**config.mk**
```make
export PLATFORM = sky130hd
export DESIGN_NAME = stepper_move_ctrl
export DESIGN_NICKNAME = d
export VERILOG_FILES = /design/src/rtl/stepper_move_ctrl.sv
export SDC_FILE = /design/constraint.sdc
export NUM_CORES = 1
export LEC_CHECK = 0
export BUFFER_PORTS_ARGS = -buffer_cell sky130_fd_sc_hd__buf_2
export CAP_MARGIN = 20
export CORE_UTILIZATION = 48
export CTS_CLUSTER_SIZE = 25
export DETAILED_ROUTE_END_ITERATION = 6
export PLACE_DENSITY = 0.66
export REMOVE_ABC_BUFFERS = 1
export SLEW_MARGIN = 15
export SYNTH_ARGS = -nofsm -noshare
export SYNTH_HDL_FRONTEND = slang
export SYNTH_SLANG_ARGS = --single-unit
```
**constraint.sdc**
```tcl
create_clock -name clock -period 4.4 [get_ports clock]
set_clock_uncertainty 0.05 [all_clocks]
set_input_delay 0.88 -clock clock [delete_from_list [all_inputs] [get_ports clock]]
set_output_delay 0.88 -clock clock [all_outputs]
set_load 0.02 [all_outputs]
```
**src/rtl/stepper_move_ctrl.sv**
```systemverilog
// stepper_move_ctrl: command-driven half-step sequencer for a 4-coil stepper
//   clock, reset              : system clock, synchronous active-high reset
//   cmd_valid/ready/dir/steps/period : move request handshake and parameters
//   abort                     : stop the current move after this cycle
//   stepperPins               : registered coil drive (half-step pattern)
//   busy/done/aborted         : RUN flag, end-of-move pulse, abort qualifier
//   position                  : signed absolute half-step position (wraps)
module stepper_move_ctrl #(
   parameter int COUNT_W    = 16,
   parameter int MIN_PERIOD = 50000,
   parameter bit HOLD       = 1'b1
) (
   input  logic               clock,
   input  logic               reset,
   input  logic               cmd_valid,
   output logic               cmd_ready,
   input  logic               cmd_dir,
   input  logic [COUNT_W-1:0] cmd_steps,
   input  logic [31:0]        cmd_period,
   input  logic               abort,
   output logic [3:0]         stepperPins,
   output logic               busy,
   output logic               done,
   output logic               aborted,
   output logic [31:0]        position
);
   localparam logic [1:0] S_IDLE = 2'd0;
   localparam logic [1:0] S_RUN  = 2'd1;
   localparam logic [1:0] S_FIN  = 2'd2;
   localparam logic [31:0] MIN_P = 32'(MIN_PERIOD);
   // half-step pattern, phase 0 in the low nibble
   localparam logic [31:0] TBL = {4'b1001, 4'b0001, 4'b0011, 4'b0010,
                                  4'b0110, 4'b0100, 4'b1100, 4'b1000};
   localparam logic [3:0] PINS_RST = HOLD ? 4'b1000 : 4'b0000;

   logic [1:0]         state_q, state_d;
   logic [2:0]         phase_q, phase_d;
   logic [31:0]        pos_q, pos_d;
   logic [31:0]        cnt_q, cnt_d;
   logic [31:0]        per_q, per_d;
   logic [COUNT_W-1:0] rem_q, rem_d;
   logic               dir_q, dir_d;
   logic               ab_q, ab_d;
   logic [3:0]         pins_q, pins_d;
   logic               accept, step;

   assign cmd_ready   = (state_q == S_IDLE) & ~reset & ~abort;
   assign accept      = cmd_valid & cmd_ready;
   assign step        = (state_q == S_RUN) && (cnt_q == per_q - 32'd1);
   assign busy        = state_q == S_RUN;
   assign done        = state_q == S_FIN;
   assign aborted     = ab_q;
   assign position    = pos_q;
   assign stepperPins = pins_q;

   always_comb begin
      state_d = state_q;
      phase_d = phase_q;
      pos_d   = pos_q;
      cnt_d   = cnt_q;
      per_d   = per_q;
      rem_d   = rem_q;
      dir_d   = dir_q;
      ab_d    = 1'b0;
      case (state_q)
         S_IDLE: if (accept) begin
            dir_d   = cmd_dir;
            rem_d   = cmd_steps;
            per_d   = (cmd_period < MIN_P) ? MIN_P : cmd_period;
            cnt_d   = '0;
            state_d = (cmd_steps != '0) ? S_RUN : S_FIN;
         end
         S_RUN: begin
            cnt_d = step ? 32'd0 : cnt_q + 32'd1;
            if (step) begin
               phase_d = dir_q ? phase_q + 3'd1 : phase_q - 3'd1;
               pos_d   = dir_q ? pos_q + 32'd1 : pos_q - 32'd1;
               rem_d   = rem_q - COUNT_W'(1);
            end
            // a final step always completes normally, even with abort raised
            if (step && rem_q == COUNT_W'(1)) state_d = S_FIN;
            else if (abort) begin
               state_d = S_FIN;
               ab_d    = 1'b1;
            end
         end
         S_FIN:   state_d = S_IDLE;
         default: state_d = S_IDLE;
      endcase
      pins_d = (state_d == S_IDLE && !HOLD) ? 4'b0000 : TBL[{phase_d, 2'b00} +: 4];
   end

   always_ff @(posedge clock) begin
      if (reset) begin
         state_q <= S_IDLE;
         phase_q <= '0;
         pos_q   <= '0;
         cnt_q   <= '0;
         per_q   <= '0;
         rem_q   <= '0;
         dir_q   <= 1'b0;
         ab_q    <= 1'b0;
         pins_q  <= PINS_RST;
      end else begin
         state_q <= state_d;
         phase_q <= phase_d;
         pos_q   <= pos_d;
         cnt_q   <= cnt_d;
         per_q   <= per_d;
         rem_q   <= rem_d;
         dir_q   <= dir_d;
         ab_q    <= ab_d;
         pins_q  <= pins_d;
      end
   end
endmodule
```
==> results of run 1 <==
placed cells by master, fill, tap and decap left out, drive strengths merged, types with 30 or more instances in the layout:
| cell | n |
|---|---|
| nor3 | 36 |
| nand3 | 37 |
| dfxtp | 123 |
| o21ai | 66 |
| nor4 | 30 |
| a21oi | 87 |
| ha | 34 |
| xnor2 | 43 |
| buf | 114 |
| nor2 | 102 |
| xor2 | 33 |
| nand2 | 108 |
power by group:
part,switching (W),internal (W)
logic,0.000262,0.000178
registers,0.0000327,0.00114
clock network,0.000499,0.000904
total,0.000793,0.00222
worst max-delay path, stage by stage (launching register included):
cell	delay, ns
dfxtp_1	0.34
inv_1	0.06
ha_1	0.26
or4b_1	0.58
nor4_4	0.25
a22oi_1	0.14
or4b_1	0.58
a2111oi_4	0.37
nand4b_2	0.46
o21ai_4	0.42
buf_4	0.22
o221ai_1	0.13
a21oi_1	0.17
layer usage:
| layer | up-vias | global-route usage [%] | share of wire, % |
|---|---|---|---|
| met2 | 208 | 40.5 | 45 |
| met1 | 3699 | 34.4 | 48 |
| met5 | - | 0 | 0 |
| met4 | 0 | 8.56 | 1.7 |
| met3 | 24 | 4.94 | 4.8 |
| li1 | 4025 | - | - |
registers in the layout, summed over array words and instances (netlist names):
register,count
dir_q,1
state_q,2
per_q,32
stepperPins,4
position,32
aborted,1
rem_q,16
phase_q,3
cnt_q,32
cell families after synthesis:
| family | after synthesis |
|---|---|
| mux | 22 |
| xor+xnor | 76 |
| flops | 123 |
| simple gates | 408 |
| compound gates | 300 |
| buf+inv | 92 |
| fa+ha+maj | 36 |
what timing repair did:
item	4_1_cts	5_1_grt
setup endpoints to repair	0	2
gates resized for setup	0	1
endpoints found under the hold margin	0	0
path summary, 6_finish.rpt:
path / from / endpoint
max reg2reg: per_q[1]$_SDFFE_PP0P_ / rem_q[5]$_SDFFE_PP0P_
max: per_q[1]$_SDFFE_PP0P_ / rem_q[5]$_SDFFE_PP0P_
min reg2reg: rem_q[14]$_SDFFE_PP0P_ / rem_q[14]$_SDFFE_PP0P_
min: rem_q[14]$_SDFFE_PP0P_ / rem_q[14]$_SDFFE_PP0P_
metrics by stage:
| stage | total power (W) | std cells | setup TNS (ns) | utilization [%] |
|---|---|---|---|---|
| detailed placement | 0.00162 | 1328 | 0 | 53.1 |
| global placement | 0.00162 | 1328 | 0 | 53.1 |
| global route | 0.00314 | 1357 | 0 | 56.7 |
| floorplan | 0.00148 | 994 | -10.39 | - |
| finish | 0.00301 | 1357 | 0 | 56.7 |
| CTS | 0.00303 | 1357 | 0 | 56.6 |
layout make-up:
class,count,area [um^2],share of cell area (%)
clock inverter,9,123,1.31
timing repair buffer,114,628,6.69
inverter,29,109,1.16
clock buffer,20,457,4.86
tap,220,275,2.93
sequential,123,2460,26.2
multi-input combinational,842,5340,56.9
==> metrics.csv, run 1 <==
metric,value,unit
post-synthesis compound-gate area fraction,23.9,%
initial antenna violation count,0,
Worst setup EP type,flip-flop,
Synth Area in Adders,5.70,%
status,completed,
required time of the critical path,4.71,ns
Synth Area in XOR/XNOR,8.15,%
most frequent cell after synthesis,dfxtp_1,
"EDFF count, synth",0,
vias in the first global route,7323,
Final nets,1216,
Max-slew headroom,34.7,%
DRT iter0 DRCs,485,
CP Max Fanout,10,
number of port buffers,92,
Simple-Gate Fraction of Synth Area,24.7,%
Synth top area share,30.2,%
die area,0.0175,mm^2
achievable frequency,244,MHz
Tcrit/Tclk final,93.1,%
drt first pass iters,7,
root buf cell,clkbuf_16,
largest family of logic cells by synthesized area,simple AND/OR/NAND/NOR gates,
hold_ws,0.420,ns
Worst Hold Class,flip-flop to flip-flop,
CTS Buf Count,17,
Final Cell Area,0.00940,mm^2
arrival time worst endpoint,4.41,ns
Worst Reg-to-Reg Cells,12,
"Slew Viols, Final",0,
Top Ports,93,
die width,132,um
final setup violating endpoints,0,
Core Area,0.0166,mm^2
Synth Flop Type,dfxtp_1,
Peak supply drop,0.279,mV
n_diodes,0,
"FFs w/ async S/R, synth",0,%
fillers,1634,
synth warn,0,
most frequent cells after synthesis,"123 x dfxtp_1, 108 x nand2_1, 101 x nor2_1",
hold path cells,2,
Placer Congestion,0.864,
worst slew pin tran,0.979,ns
Worst Setup Start Kind,flip-flop,
Initial Utilization,49.2,%
CTS Buffer Depth,2,
first-pass GRT wire length,36.1,mm
CTS Hold Bufs,0,
drt total wl,21.7,mm
share of cells above drive strength 1,14.3,%
PwrDens,320,mW/mm^2
post-route minimum period,4.10,ns
drt drc,0,
Cells after Synth,1057,
Clock Sinks,123,
GRT Util Overall,25.5,%
Layout area overhead,15.1,%
static leakage,3.85,nW
post-route ant nets,0,
Netlist cell types,74,
kind of critical path,flip-flop to flip-flop,
synthesized area,0.00817,mm^2
final hold violations,0,
largest net degree at the start of global routing,73,
Die H,132,um
CTS H-tree lvls,4,
final worst setup slack,0.302,ns
Max Cap Viol,0,
CTS tree,done,
cell taking the most area after synthesis,dfxtp_1,
Routed WL per cell,16.0,um
Place WS,0.343,ns
post-synthesis register bit count,123,
total grt overflow,0,
mux contribution to synthesized area,2.71,%
postcts setup bufs,0,
number of cell rows,47,
Syn Area/Cell,7.73,um^2
sequential-to-total area share from yosys stat,30.2,%
"top cells by area, synth","dfxtp_1 30%, a21oi_1 5.3%, ha_1 5.2%",
later-pin clock latency in the skew report,0.43,ns
HPWL Detailed,15.4,mm
vias per cell,5.86,
"setup slack, reg-to-reg",0.30,ns
clk slew on worst S/H paths,0.06,ns
RSZ-0062 raised after global routing,false,
DP Area,0.00881,mm^2
via count,7956,
Power figures use the tool's default switching activity.
==> run 2, diff against run 1 <==
--- a/config.mk
+++ b/config.mk
@@ -7,12 +7,13 @@
 export LEC_CHECK = 0
 export BUFFER_PORTS_ARGS = -buffer_cell sky130_fd_sc_hd__buf_2
 export CAP_MARGIN = 20
+export CORE_ASPECT_RATIO = 0.5
 export CORE_UTILIZATION = 48
 export CTS_CLUSTER_SIZE = 25
 export DETAILED_ROUTE_END_ITERATION = 6
 export PLACE_DENSITY = 0.66
 export REMOVE_ABC_BUFFERS = 1
-export SLEW_MARGIN = 15
+export SLEW_MARGIN = 5
 export SYNTH_ARGS = -nofsm -noshare
 export SYNTH_HDL_FRONTEND = slang
 export SYNTH_SLANG_ARGS = --single-unit
==> metrics.csv, run 2 (same netlist as run 1, synthesis figures left out) <==
metric,value,unit,change
status,completed,,
total grt overflow,0,,unchanged
Hold Startpoint,position[29]$_SDFFE_PP0P_,,
DRT iter0 DRCs,526,,+8.5%
Critical R2R Launch,per_q[0]$_SDFFE_PP0P_,,
R2R Path End,rem_q[7]$_SDFFE_PP0P_,,
clk slew on worst S/H paths,0.06,ns,about the same
Max-slew headroom,35.3,%,+0.55 points
Initial Utilization,49.4,%,+0.20 points
required time of the critical path,4.62,ns,-0.09 ns
arrival time worst endpoint,4.22,ns,-0.19 ns
part of the power in registers,39.3,%,+0.5 points
vias per cell,5.94,,+1.4%
Worst Setup Start Kind,flip-flop,,
root buf cell,clkbuf_16,,
final core occ,56.8,%,+0.095 points
Layout area overhead,14.8,%,
Final Cell Area,0.00937,mm^2,-0.24%
CTS Hold Bufs,0,,unchanged
number of cell rows,33,,-30%
largest net degree at the start of global routing,60,,-18%
vias in the first global route,7424,,+1.4%
CP Max Fanout,12,,+2
CTS H-tree lvls,4,,unchanged
Max Cap Viol,0,,unchanged
final worst setup slack,0.400,ns,+0.0981 ns
die area,0.0176,mm^2,+0.18%
Top Ports,93,,unchanged
Worst setup EP type,flip-flop,,
"Slew Viols, Final",0,,unchanged
post-route minimum period,4.00,ns,-0.0981 ns
RSZ-0062 raised after global routing,false,,
switch share,29.4,%,+3.1 points
Placer Congestion,0.876,,+1.4%
CTS resizes,0,,unchanged
kind of critical path,flip-flop to flip-flop,,
CTS Buffer Depth,2,,unchanged
Core Area,0.0165,mm^2,-0.41%
"setup slack, reg-to-reg",0.40,ns,+0.10 ns
power share of the combinational group,14.7,%,about the same
Sw Pwr,0.000875,W,+10%
achievable frequency,250,MHz,+2.5%
Worst Reg-to-Reg Cells,12,,unchanged
Clock power frac,45.9,%,-0.7 points
CTS Buf Count,17,,unchanged
initial antenna violation count,0,,unchanged
PwrDens,317,mW/mm^2,-1.1%
share of cells above drive strength 1,14.4,%,+0.088 points
Pint,0.00210,W,-5.5%
hold path cells,2,,unchanged
Die H,94.2,um,-29%
fillers,1569,,-4.0%
"most common cell after layout, fill and taps aside",dfxtp_1,,
HPWL Detailed,15.8,mm,+2.2%
Worst Hold Class,flip-flop to flip-flop,,
drt drc,0,,unchanged
final hold violations,0,,unchanged
CP Launch Point,per_q[0]$_SDFFE_PP0P_,,
n_diodes,0,,unchanged
Clock Sinks,123,,unchanged
die width,186,um,+41%
Tcrit/Tclk final,90.9,%,-2.2 points
static leakage,3.83,nW,-0.60%
Routed WL per cell,16.2,um,+1.4%
final setup violating endpoints,0,,unchanged
drt first pass iters,5,,-2
later-pin clock latency in the skew report,0.42,ns,about the same
GRT Util Overall,25.7,%,+0.20 points
Hold EP,position[29]$_SDFFE_PP0P_,,
via count,8106,,+1.9%
CTS tree,done,,
worst slew pin tran,0.971,ns,-0.00820 ns
Final nets,1213,,-0.25%
post-route ant nets,0,,unchanged
DP Area,0.00880,mm^2,about the same
Place WS,0.410,ns,+0.0669 ns
postcts setup bufs,0,,unchanged
first-pass GRT wire length,36.7,mm,+1.5%
drt total wl,22.1,mm,+2.0%
Peak supply drop,0.275,mV,-1.5%
number of port buffers,92,,unchanged
most frequent cells in the layout,"123 x dfxtp_1, 108 x nand2_1, 101 x nor2_1",,
[run 2: changes by cell type in the layout (fill, tap and decap cells not counted), sizes merged]
cell,before,now
buf,114,111
clkinv,5,8
inv,29,34
bufinv,3,1
clkbuf,20,17
[run 2: layout make-up]
cell class | count | area [um^2] | area share (%)
clock inverters | 15 | 140 | 1.50
inverters | 29 | 109 | 1.16
repair buffers | 111 | 618 | 6.59
flip-flops and latches | 123 | 2460 | 26.3
multi-input cells | 842 | 5330 | 56.9
clock buffers | 17 | 425 | 4.54
well taps | 227 | 284 | 3.03
[run 2: power by group through the flow]
stage | clock network, W | registers (W) | logic (W)
finish | 0.00136 | 0.00117 | 0.000438
global route | 0.00144 | 0.00117 | 0.000488
CTS | 0.00139 | 0.00117 | 0.000435
detailed placement | 0 | 0.00119 | 0.000431
global placement | 0 | 0.00119 | 0.000426
floorplan | 0 | 0.00118 | 0.000303
[run 2: layer usage]
metal / track usage (%) / vias up / wire [um]
li1: - / 4025 / -
met1: 34.8 / 3865 / 10700
met2: 41.6 / 192 / 10100
met3: 4.22 / 24 / 1090
met4: 8.06 / 0 / 273
met5: 0 / - / 0
[run 2: worst max path at each step]
stage                                           end  slack [ns]  depth (start not counted)
final                         rem_q[7]$_SDFFE_PP0P_        0.40                         12
after global routing      stepperPins[0]$_SDFF_PP0_        0.12                         12
after CTS                 stepperPins[0]$_SDFF_PP0_        0.39                         12
after detailed placement  stepperPins[0]$_SDFF_PP0_        0.41                         12
after global placement    stepperPins[0]$_SDFF_PP0_        0.52                         12
after floorplan           stepperPins[2]$_SDFF_PP0_       -0.40                         11
[run 2: metrics by stage]
stage	total power [W]	TNS, ns	hold slack, ns	std cells
after global routing	0.00310	0	0.445	1364
after global placement	0.00162	0	0.405	1331
after CTS	0.00300	0	0.426	1363
final	0.00297	0	0.424	1364
after floorplan	0.00148	-10.39	0.388	994
after detailed placement	0.00162	0	0.416	1331
[run 2: critical path: stages (launching register included)]
cell	delay, ns
dfxtp_1	0.35
inv_1	0.07
ha_1	0.25
or4b_1	0.60
nor4_4	0.26
a22oi_1	0.14
or4b_1	0.58
a2111oi_4	0.38
and4b_1	0.31
buf_4	0.21
a21oi_1	0.30
o21ai_0	0.26
a21oi_1	0.09
